### config.mk
export PLATFORM = sky130hd
export DESIGN_NAME = pipeline
export DESIGN_NICKNAME = d
export VERILOG_FILES = /design/src/rtl/pipeline.sv
export SDC_FILE = /design/constraint.sdc
export NUM_CORES = 1
export LEC_CHECK = 0
export ABC_AREA = 1
export CAP_MARGIN = 20
export CORE_MARGIN = 2
export CORE_UTILIZATION = 45
export DETAILED_ROUTE_END_ITERATION = 6
export GPL_TIMING_DRIVEN = 0
export PLACE_DENSITY = 0.65
export SYNTH_ARGS = -nofsm -noshare
export SYNTH_HDL_FRONTEND = slang
export SYNTH_SLANG_ARGS = --single-unit
### constraint.sdc
create_clock -name clk -period 4.5 [get_ports clk]
set_input_delay 0.45 -clock clk [delete_from_list [all_inputs] [get_ports clk]]
set_output_delay 0.45 -clock clk [all_outputs]
set_load 0.05 [all_outputs]
### src/rtl/pipeline.sv
// Three-stage arithmetic kernel: F = (A + B + C - D) * D mod 2^N.
// One operand set accepted and one result produced per cycle; 3-cycle latency.
// Ports (positional order is fixed by existing instantiations):
//   F         result, driven only by the stage-3 register
//   A, B, C   operands
//   D         operand; subtrahend in stage 1 and multiplier in stage 3
//   clk       rising-edge clock
//   rst_n     asynchronous active-low reset
//   out_valid high once F holds a result from operands sampled after reset release
module pipeline #(
    parameter int unsigned N = 10
) (
    output logic [N-1:0] F,
    input  logic [N-1:0] A,
    input  logic [N-1:0] B,
    input  logic [N-1:0] C,
    input  logic [N-1:0] D,
    input  logic         clk,
    input  logic         rst_n,
    output logic         out_valid
);

    localparam int unsigned VLD_W = 3;

    logic [N-1:0]     s1_ab_q,  s1_ab_d;
    logic [N-1:0]     s1_cd_q,  s1_cd_d;
    logic [N-1:0]     s1_d_q,   s1_d_d;
    logic [N-1:0]     s2_sum_q, s2_sum_d;
    logic [N-1:0]     s2_d_q,   s2_d_d;
    logic [N-1:0]     f_q,      f_d;
    logic [VLD_W-1:0] vld_q,    vld_d;

    // Datapath next-state; every operation is N bits wide so results wrap mod 2^N.
    // C - D may wrap negative; the modular sum in stage 2 still yields the true value mod 2^N.
    always_comb begin
        s1_ab_d  = A + B;
        s1_cd_d  = C - D;
        s1_d_d   = D;
        s2_sum_d = s1_ab_q + s1_cd_q;
        s2_d_d   = s1_d_q;
        f_d      = s2_sum_q * s2_d_q;
    end

    // Valid tracker: shifts in a 1 per edge after release, saturating at all ones.
    always_comb begin
        vld_d = {vld_q[VLD_W-2:0], 1'b1};
    end

    // All stages update every cycle; reset discards in-flight data.
    always_ff @(posedge clk or negedge rst_n) begin
        if (!rst_n) begin
            s1_ab_q  <= '0;
            s1_cd_q  <= '0;
            s1_d_q   <= '0;
            s2_sum_q <= '0;
            s2_d_q   <= '0;
            f_q      <= '0;
            vld_q    <= '0;
        end else begin
            s1_ab_q  <= s1_ab_d;
            s1_cd_q  <= s1_cd_d;
            s1_d_q   <= s1_d_d;
            s2_sum_q <= s2_sum_d;
            s2_d_q   <= s2_d_d;
            f_q      <= f_d;
            vld_q    <= vld_d;
        end
    end

    assign F         = f_q;
    assign out_valid = vld_q[VLD_W-1];

endmodule

==> results.yml <==
floorplan:
  rows: 36
  die_y_um: 102.9
  start_util_pct: 45.68
  chipWidth_um: 102.9
  die_area_um2: 10590
  core_area_um2: 9639
  io_pins: 53
job:
  maxCapViolCount: 0
timing:
  worst_slack_ns: 0.2323
  worstMarginPinSlew_ns: 0.6251
  grt_setup_unrepaired: "false"
  min_period_ns: 4.268
  hold_slack_ns: 0.1261
  relSlewSlack_pct: 58.33
  hold_viol_final: 0
  clock.fmax_mhz: 234.3
  fin_skew_ns: 0.01252
  tns_ns: 0
  setup_violations: 0
  fin_crit_sh_pct: 94.84
  drv_slew: 0
drt:
  drc: 0
  via_count: 3269
  postRouteAntennaNets: 0
  drtPass1Iterations: 4
  routed_wl_mm: 8.202
  wl_per_cell_um: 11.68
  drt_iter0_markers: 80
  via_per_inst: 4.657
pwr:
  power_density_nw_per_um2: 800.5
  leakagePower_nw: 2.895
  sequentialPowerShare_pct: 18.5
  pwr-share-comb_pct: 70.4
  internal-power_w: 0.002312
  power_frac_clock_pct: 11.1
  p_switching_w: 0.002007
  peakVddDrop_mv: 0.7072
  swShare_pct: 46.48
  power_w: 0.004319
global_routing:
  gr-usage-all-layers_pct: 16.92
  first_global_vias: 3290
  grt_pass1_wl_mm: 13.97
  grt_overflow: 0
  grt_max_degree: 37
  antenna_found_initial: 0
placement:
  pre_cts_slack_ns: -0.06902
  gp_congestion: 0.8480
  io_buffers: 52
  dpl.hpwl_mm: 6.752
synthesis:
  synth_edf_count: 0
  syn-cell-area_um2: 4403
  postSynth.asyncResetShare_pct: 100.0
  synth_area_leader_cell: "dfrtp_1"
  synthTopCellsByArea: "dfrtp_1, ha_1, fa_1, nand2_1, inv_1"
  syn_area_per_cell_um2: 8.967
  synth_flop_cell: "dfrtp_1"
  synth_top_area_share_pct: 35.81
  synth.net_count: 609
  ys_types: 26
  synth_seq_area_share_pct: 35.81
  synth-seq-cells: 63
  synth_warnings: 0
  synthCells: 491
final_layout:
  fin_nets: 682
  num-fill-cells: 898
  finalCoreUtilization_pct: 55.97
  drive_above_1_share_pct: 8.260
  diodes: 0
  areaGrowthSynthToFinish_pct: 22.53
  most-common-layout-cells: "nand2_1, inv_1, dfrtp_1, clkdlybuf4s50_1, ha_1"
  mostFrequentLayoutCell: "nand2_1"
critical_path:
  worst-setup-path-type: "flop to flop"
  start_kind: "flop"
  cp_common_cell: "inv_1"
  crit_required_ns: 4.73
  path_delay_family: "adder cells"
  worstPathArrival_ns: 4.50
  worstReg2RegStart: "s2_d_q[3]"
  end_kind: "flop"
  cpPeakStageDelay_ns: 0.53
  reg2regPathDepth: 20
  r2r_end: "F[9]"
  crit_chain: "buf_6 > nand2_2 > fa_1 > inv_1 > fa_1 > inv_1 > fa_1 > inv_1 > fa_1 > inv_1 > fa_1 > inv_1 > ha_4 > a21oi_2 > o21ai_1 > a31oi_1 > buf_4 > inv_1 > nand2_1 > nand2_1"
  worst-r2r-setup-slack_ns: 0.23
  cp_max_fo: 5
  cp_num_buf_inv: 8
  slowest_stage: "fa_1"
clock_network:
  cts_buffers: 9
  cts_root_buf: "clkbuf_8"
  clock_latency_ns: 0.33
  clock_path_buffers: 2
  cts_tree: "built"
  cts.clk_slew.worst_paths_ns: 0.07
  h-tree-depth: 3
  cts_num_sinks: 63
hold_path:
  min_path_type: "primary input to async pin"
outcome:
  status: "completed"
-- synthesized netlist by cell type, types with 8 or more instances --
| cell | instances |
|---|---|
| nand2_1 | 108 |
| inv_1 | 98 |
| dfrtp_1 | 63 |
| ha_1 | 51 |
| a21oi_1 | 29 |
| fa_1 | 25 |
| nand3_1 | 20 |
| xor2_1 | 18 |
| xnor2_1 | 15 |
| nor2_1 | 14 |
| nand2_2 | 8 |
-- cell type report --
cell class              count  area [um2]  area share (%)
multi-input cells         321        2412           44.71
clock inverters             4       45.04          0.8349
clock buffers              12       145.1           2.690
plain buffers               8       75.07           1.391
flip-flops and latches     63        1577           29.22
inverters                  99       371.6           6.888
well taps                 133       166.4           3.084
repair buffers             62       603.1           11.18
-- layer usage --
layer	wire length (um)	track usage [%]	vias up
met3	313	3.661	10
met2	4258	30.07	73
met5	0	0	-
li1	-	-	1670
met4	95	6.478	0
met1	3535	20.00	1516
-- power by group through the flow --
stage	combinational (W)	sequential, W	clock (W)
after floorplan	0.00210	0.000946	0
after global placement	0.00275	0.000815	0
after detailed placement	0.00287	0.000817	0
after CTS	0.00294	0.000801	0.000491
after global routing	0.00351	0.000815	0.000521
final	0.00304	0.000801	0.000480
-- how the worst max path moves through the flow --
stage          depth (start not counted)         from   end
3_3_place_gp                          18  s2_sum_q[5]  F[9]
4_1_cts                               20    s2_d_q[3]  F[9]
2_1_floorplan                         19    s2_d_q[3]  F[9]
3_5_place_dp                          18  s2_sum_q[5]  F[9]
5_1_grt                               17  s2_sum_q[4]  F[9]
6_report                              20    s2_d_q[3]  F[9]
-- registers in the layout, indices dropped and copies added, names as in the netlist --
signal    count
s1_d_q       10
s1_cd_q      10
s2_d_q       10
vld_q         3
s1_ab_q      10
s2_sum_q     10
F            10
-- cells by family after synthesis --
kind of cell	count (synthesis)	share of synthesized area (%)
AOI/OAI and AO/OA	49	6.081
xor gates and xnor gates	34	6.934
adders and majority gates	76	25.86
buffers and inverters	107	9.889
DFF	63	35.81
other	1	0.08517
and+or+nand+nor	161	15.35
-- stage by stage --
stage	cell area (um2)	cells
after detailed placement	5105	677
after global placement	5090	676
final	5395	702
after floorplan	4403	491
after global routing	5395	702
after CTS	5310	695
-- timing repair --
action,4_1_cts,5_1_grt
gates resized for setup,0,8
hold buffers,0,0
endpoints found under the setup margin,1,1
buffers inserted,2,7
endpoints found under the hold margin,0,0
(Power assumes the default switching activity.)
